===== config.mk =====
export PLATFORM = sky130hd
export DESIGN_NAME = dfg_decoder
export DESIGN_NICKNAME = d
export VERILOG_FILES = /design/src/rtl/dfg_decoder.sv
export SDC_FILE = /design/constraint.sdc
export NUM_CORES = 1
export LEC_CHECK = 0
export CAP_MARGIN = 10
export CORE_MARGIN = 2
export CORE_UTILIZATION = 61
export DETAILED_ROUTE_END_ITERATION = 8
export GPL_TIMING_DRIVEN = 1
export HOLD_SLACK_MARGIN = 0.06
export PLACE_DENSITY = 0.82
export REMOVE_ABC_BUFFERS = 1
export SLEW_MARGIN = 25
export SYNTH_ARGS = -nofsm -noshare
export SYNTH_HDL_FRONTEND = slang
export SYNTH_SLANG_ARGS = --single-unit

===== constraint.sdc =====
create_clock -name clk -period 7 [get_ports clk]
set_input_delay 1.4 -clock clk [delete_from_list [all_inputs] [get_ports clk]]
set_output_delay 1.4 -clock clk [all_outputs]
set_load 0.005 [all_outputs]

===== src/rtl/dfg_decoder.sv =====
// dfg_decoder: inverts the double Feynman encode (p=a, q=a^b, r=a^c) per lane.
// One input stage register (S1) feeds a DEPTH-entry output FIFO; in_ready counts
// S1 as occupied, so a captured triple always has a FIFO slot waiting for it.
// Optional macro DFG_DEC_STATS_EN adds a 16-bit output handshake counter
// (frame_cnt) and a sticky wrap flag (cnt_wrap).
module dfg_decoder #(
  parameter int unsigned W     = 8,
  parameter int unsigned DEPTH = 4
) (
  input  logic                   clk,
  input  logic                   rst,
  input  logic                   in_valid,
  output logic                   in_ready,
  input  logic [W-1:0]           in_p,
  input  logic [W-1:0]           in_q,
  input  logic [W-1:0]           in_r,
  output logic                   out_valid,
  input  logic                   out_ready,
  output logic [W-1:0]           out_a,
  output logic [W-1:0]           out_b,
  output logic [W-1:0]           out_c,
  output logic [$clog2(DEPTH):0] level
`ifdef DFG_DEC_STATS_EN
  ,
  output logic [15:0]            frame_cnt,
  output logic                   cnt_wrap
`endif
);

  localparam int unsigned AW = $clog2(DEPTH);
  localparam int unsigned LW = AW + 1;
  localparam int unsigned OW = LW + 1;
  localparam int unsigned TW = 3 * W;

  logic          r_s1_valid;
  logic [W-1:0]  r_s1_p;
  logic [W-1:0]  r_s1_q;
  logic [W-1:0]  r_s1_r;
  logic [TW-1:0] r_mem [DEPTH];
  logic [AW-1:0] r_wptr;
  logic [AW-1:0] r_rptr;
  logic [LW-1:0] r_level;

  logic          w_in_hs;
  logic          w_out_hs;
  logic          w_wr;
  logic [OW-1:0] w_occ;
  logic [TW-1:0] w_dec;
  logic [TW-1:0] w_head;

  // Handshakes and occupancy; in_ready looks at registers only (plus reset gating)
  assign w_occ     = OW'(r_level) + OW'(r_s1_valid);
  assign in_ready  = ~rst & (w_occ < OW'(DEPTH));
  assign out_valid = (r_level != '0);
  assign w_in_hs   = in_valid & in_ready;
  assign w_out_hs  = out_valid & out_ready;
  assign w_wr      = r_s1_valid;
  assign level     = r_level;

  // Decode the staged triple: a=p, b=q^p, c=r^p
  assign w_dec  = {r_s1_p, r_s1_q ^ r_s1_p, r_s1_r ^ r_s1_p};
  assign w_head = r_mem[r_rptr];

  // Head entry presented on the outputs, forced to zero while empty
  assign out_a = out_valid ? w_head[TW-1 -: W]  : '0;
  assign out_b = out_valid ? w_head[2*W-1 -: W] : '0;
  assign out_c = out_valid ? w_head[W-1:0]      : '0;

  // Input stage register: holds a captured triple for exactly one cycle
  always_ff @(posedge clk or posedge rst) begin
    if (rst) begin
      r_s1_valid <= 1'b0;
      r_s1_p     <= '0;
      r_s1_q     <= '0;
      r_s1_r     <= '0;
    end else begin
      r_s1_valid <= w_in_hs;
      if (w_in_hs) begin
        r_s1_p <= in_p;
        r_s1_q <= in_q;
        r_s1_r <= in_r;
      end
    end
  end

  // Output FIFO storage, pointers and occupancy
  always_ff @(posedge clk or posedge rst) begin
    if (rst) begin
      for (int unsigned i = 0; i < DEPTH; i++) begin
        r_mem[i] <= '0;
      end
      r_wptr  <= '0;
      r_rptr  <= '0;
      r_level <= '0;
    end else begin
      if (w_wr) begin
        r_mem[r_wptr] <= w_dec;
        r_wptr        <= r_wptr + AW'(1);
      end
      if (w_out_hs) begin
        r_rptr <= r_rptr + AW'(1);
      end
      case ({w_wr, w_out_hs})
        2'b10:   r_level <= r_level + LW'(1);
        2'b01:   r_level <= r_level - LW'(1);
        default: r_level <= r_level;
      endcase
    end
  end

`ifdef DFG_DEC_STATS_EN
  logic [15:0] r_frame_cnt;
  logic        r_cnt_wrap;

  assign frame_cnt = r_frame_cnt;
  assign cnt_wrap  = r_cnt_wrap;

  // Output handshake counter with sticky wrap flag
  always_ff @(posedge clk or posedge rst) begin
    if (rst) begin
      r_frame_cnt <= '0;
      r_cnt_wrap  <= 1'b0;
    end else if (w_out_hs) begin
      r_frame_cnt <= r_frame_cnt + 16'd1;
      if (r_frame_cnt == 16'hFFFF) begin
        r_cnt_wrap <= 1'b1;
      end
    end
  end
`endif

endmodule


Yosys cells after proc, flatten, opt, wreduce, memory -nomap -nowiden
Index checks and enable logic that the tools add are counted.
{"block": "totals", "ff_bits": 128, "input_bits": 28, "output_inout_bits": 29, "wordCells": 43}
{"block": "op_classes", "n_addsub": 5, "order_cmp": 4, "n_eq_ne": 2, "n_mux": 10, "bitwise_logic": 8, "reduce_logical": 3}
{"operator": "$bwmux W96", "count": 1}
{"operator": "$mux W24", "count": 3}
{"operator": "$bmux W24 S2", "count": 1}
{"operator": "$demux W24 S2", "count": 1}
{"operator": "$mux W8", "count": 3}
{"operator": "$xor A8 B8 Y8", "count": 2}
{"operator": "$ge A3 B3 Y1 const B", "count": 2}
{"operator": "$not A2 Y3", "count": 2}
{"operator": "$pmux W3 S2", "count": 1}
{"operator": "$add A2 B1 Y2 const B", "count": 2}
{"operator": "$add A3 B1 Y4", "count": 1}
{"operator": "$lt A4 B3 Y1 const B", "count": 1}
{"operator": "$add A3 B1 Y3 const B", "count": 1}
{"operator": "$and A1 B1 Y1", "count": 3}
{"operator": "$lt A3 B1 Y1 const B", "count": 1}
{"operator": "$reduce_bool A3 Y1", "count": 1}
{"operator": "$sub A3 B1 Y3 const B", "count": 1}
{"operator": "$eq A2 B1 Y1 const B", "count": 1}
{"operator": "$eq A2 B2 Y1 const B", "count": 1}
{"operator": "$reduce_bool A2 Y1", "count": 1}
{"operator": "$logic_and A1 B1 Y1", "count": 1}
{"operator": "$not A1 Y1", "count": 1}

Logic depth before layout (Yosys ltp)
{"block": "depth", "word_depth": 6, "depth_mapped": 9}

Worst setup path after synthesis
Ideal clock, no wire load.
{"block": "synth_timing", "path_type": "input -> output", "start": "input port rst", "end": "output port in_ready", "arrival_time_ps": 1664, "t_required_ps": 5600, "setup_slack_ps": 3936, "stages": 1, "path_buffers": 0, "path_cell_list": "a311oi_4"}
{"block": "synth_between", "elab_chain_cells": 2}
{"item": "from (decl)", "line_no": "11", "source": "input logic rst,"}
{"item": "$not A1 Y1", "line_no": "53", "source": "assign in_ready = ~rst & (w_occ < OW'(DEPTH));"}
{"item": "$and A1 B1 Y1", "line_no": "53"}
{"item": "to (decl)", "line_no": "13", "source": "output logic in_ready,"}
No other way between the ends.

Worst setup path after layout
{"block": "layout_timing", "start": "register r_rptr[0]", "end": "output port out_c[3]"}
{"block": "layout_between", "elab_chain_cells": 5}
{"item": "from (decl)", "line_no": "41", "source": "logic [AW-1:0] r_rptr;"}
{"item": "from (signal assigned)", "line_no": "101", "source": "r_rptr <= r_rptr + AW'(1);"}
{"item": "$not A2 Y3 (not written as such)", "line_no": "62", "source": "assign w_head = r_mem[r_rptr];"}
{"item": "$bmux W24 S2", "line_no": "62"}
{"item": "$mux W24 (not written as such) (2 in a row)", "line_no": "62"}
{"item": "$mux W8", "line_no": "67", "source": "assign out_c = out_valid ? w_head[W-1:0] : '0;"}
{"item": "to (decl)", "line_no": "21", "source": "output logic [W-1:0] out_c,"}
No other way between the ends. The select of a mux whose other input is x is not followed.

==> impl_metrics.ini <==
[synth]
syn_area_per_cell_um2 = 12.9
synth_cells = 445
syn_area_mm2 = 0.00573
ys_seq_area_share_pct = 55.9
ys_warn_count = 0
synthDistinctLibCells = 22
yosys_register_bits = 128

[worst_setup_path]
cp_top_family = flip-flops
crit_slowest_cell = dfrtp_2
start_kind = flop
worst-path-max-fanout = 26
crit_type = flop to output port
cp-end-kind = output port
path_buf_inv = 1
crit_arrival_ns = 2.76
crit_path_cell_trace = mux4_2, and2_1, clkdlybuf4s50_1
crit_required_ns = 5.60
slowest_delay_ns = 0.96

[timing]
finalSetupViolCount = 0
relSlewSlack_pct = 32.4
fin_crit_sh_pct = 59.4
max_freq_ghz = 0.240
slew_viol_final = 0
holdWs_ns = 0.478
fin_worst_skew_ns = 0.00700
hold_violations = 0
grt_setup_unrepaired = no
post-route-min-period_ns = 4.16
finalSetupTns_ns = 0
tightest_slew_ns = 1.01

[grt]
grt_usage_pct = 26.1
grt_first_pass_wirelength_mm = 20.0
overflow = 0
antenna_found_initial = 0
grt_pass1_vias = 3992
grt_max_degree = 71

[status]
outcome = complete, no violations

[final_layout]
final_common_cell = dfrtp_1
layout.nets = 524
area_growth_pct = 20.1
final_layout_size_suffix_gt1_share_pct = 23.4
final_cell_mix = 127 x dfrtp_1, 69 x nand2_1, 65 x o21ai_0
diodes = 0

[cts]
cts_resized = 0
cts_setup_buffers = 0
postCtsHoldBufs = 0
cts_buffers = 17
cts_tree = yes
root_buffer = clkbuf_8
cts_sinks = 128
cts_buffer_depth = 2
clk_latency_ns = 0.51
clkTransAtPathRegs_ns = 0.06
htreeDepth = 4

[detailed_routing]
dr_total_vias = 3579
drt-initial-drc-count = 170
firstDrtPassIters = 4
via_per_inst = 5.86
wire_per_inst_um = 19.5
drc_errors = 0
drt-total-wl_mm = 11.9
ant_nets = 0

[die]
initial_core_util_pct = 62.6
die_w_um = 101
num_rows = 35
core_area_mm2 = 0.00915
dieArea_mm2 = 0.0102
die_h_um = 101
pin_count = 57

[power]
p_sw_w = 0.00110
seqPwrFrac_pct = 39.2
powerDensity_mw_per_mm2 = 511
ir_drop_uv = 250
p_int_w = 0.00241
swShare_pct = 31.2
pwr-share-comb_pct = 36.2
clkPwrFrac_pct = 24.5
p_leak_nw = 3.12

[worst_hold_path]
min_path_type = flop to flop

[placement]
io_buffers = 56
dpl.hpwl_mm = 6.98
place_congestion = 0.713

[run]
maxCapViolCount = 0
==> per-stage QoR <==
step           total power (W)  instance area [um^2]  cells  utilization [%]  setup slack (ns)
2_1_floorplan          0.00210                  5550    409                -              2.19
3_3_place_gp           0.00255                  6300    582             68.9              2.83
3_5_place_dp           0.00262                  6300    582             68.9              2.84
4_1_cts                0.00353                  6880    611             75.1              2.81
5_1_grt                0.00372                  6880    611             75.1              2.67
6_report               0.00351                  6880    611             75.1              2.84
==> sequential cells by signal, indices dropped and copies added, names as in the netlist <==
register	cells
level	3
r_mem	96
r_rptr	2
r_s1_p	8
r_s1_q	8
r_s1_r	8
r_s1_valid	1
r_wptr	2
==> synth_stat cells, drive strengths merged <==
cell type	n	area (um^2)
mux2	56	702
nand2	70	270
or3	1	6.26
clkbuf	26	97.6
ha	5	62.6
dfrtp	128	3200
fa	1	20.0
nor2	1	3.75
buf	10	73.8
mux2i	1	10.0
a311oi	1	26.3
inv	8	30.0
and2	25	156
o21ai	65	325
xnor2	18	158
xor2	4	35.0
mux4	24	541
nand3	1	5.00
==> final timing paths <==
path                                            start                    end  slack, ns  cells past startpoint
worst min register to register  r_mem[62]$_DFFE_PP0P_  r_mem[62]$_DFFE_PP0P_       0.48                      2
worst max register to register   level[0]$_DFFE_PP0P_   level[2]$_DFFE_PP0P_       4.35                      8
max in group asynchronous                         rst  r_rptr[0]$_DFFE_PP0P_       4.16                      3
worst max-delay path            r_rptr[0]$_DFFE_PP0P_               out_c[3]       2.84                      3
min in group asynchronous                         rst  r_s1_r[5]$_DFFE_PP0P_       1.44                      2
worst min-delay path            r_mem[62]$_DFFE_PP0P_  r_mem[62]$_DFFE_PP0P_       0.48                      2
==> worst min-delay path, delay by kind of cell, from the launching register on <==
family	cells	cell delay, ns
compound gates	1	0.06
simple gates	1	0.05
flops	1	0.34
==> power groups by stage <==
stage / combinational, W / clock [W] / sequential (W)
floorplan: 0.000807 / 0 / 0.00129
global placement: 0.00121 / 0 / 0.00134
detailed placement: 0.00125 / 0 / 0.00137
CTS: 0.00129 / 0.000870 / 0.00138
global route: 0.00140 / 0.000905 / 0.00142
finish: 0.00127 / 0.000861 / 0.00138
==> kinds of logic after synthesis <==
logic type,Yosys count,share of synthesized area (%)
AOI/OAI and AO/OA,66,6.14
xor gates and xnor gates,22,3.37
adders and majority gates,6,1.44
buffers and inverters,44,3.52
DFF,128,55.9
muxes,81,21.9
and+or+nand+nor,98,7.71
==> cell type report <==
class / instances / area (um^2)
Inverter: 8 / 32.5
Timing Repair Buffer: 62 / 606
Clock inverter: 7 / 110
Clock buffer: 22 / 463
Tap cell: 111 / 139
Fill cell: 570 / 2280
Multi-Input combinational cell: 273 / 2320
Sequential cell: 128 / 3200
==> per-layer routing <==
layer	track usage, %	wire length (um)
met1	33.0	5090
met4	10.1	255
met5	0	0
met2	43.3	6160
met3	7.00	410
Power figures use the tool's default switching activity.
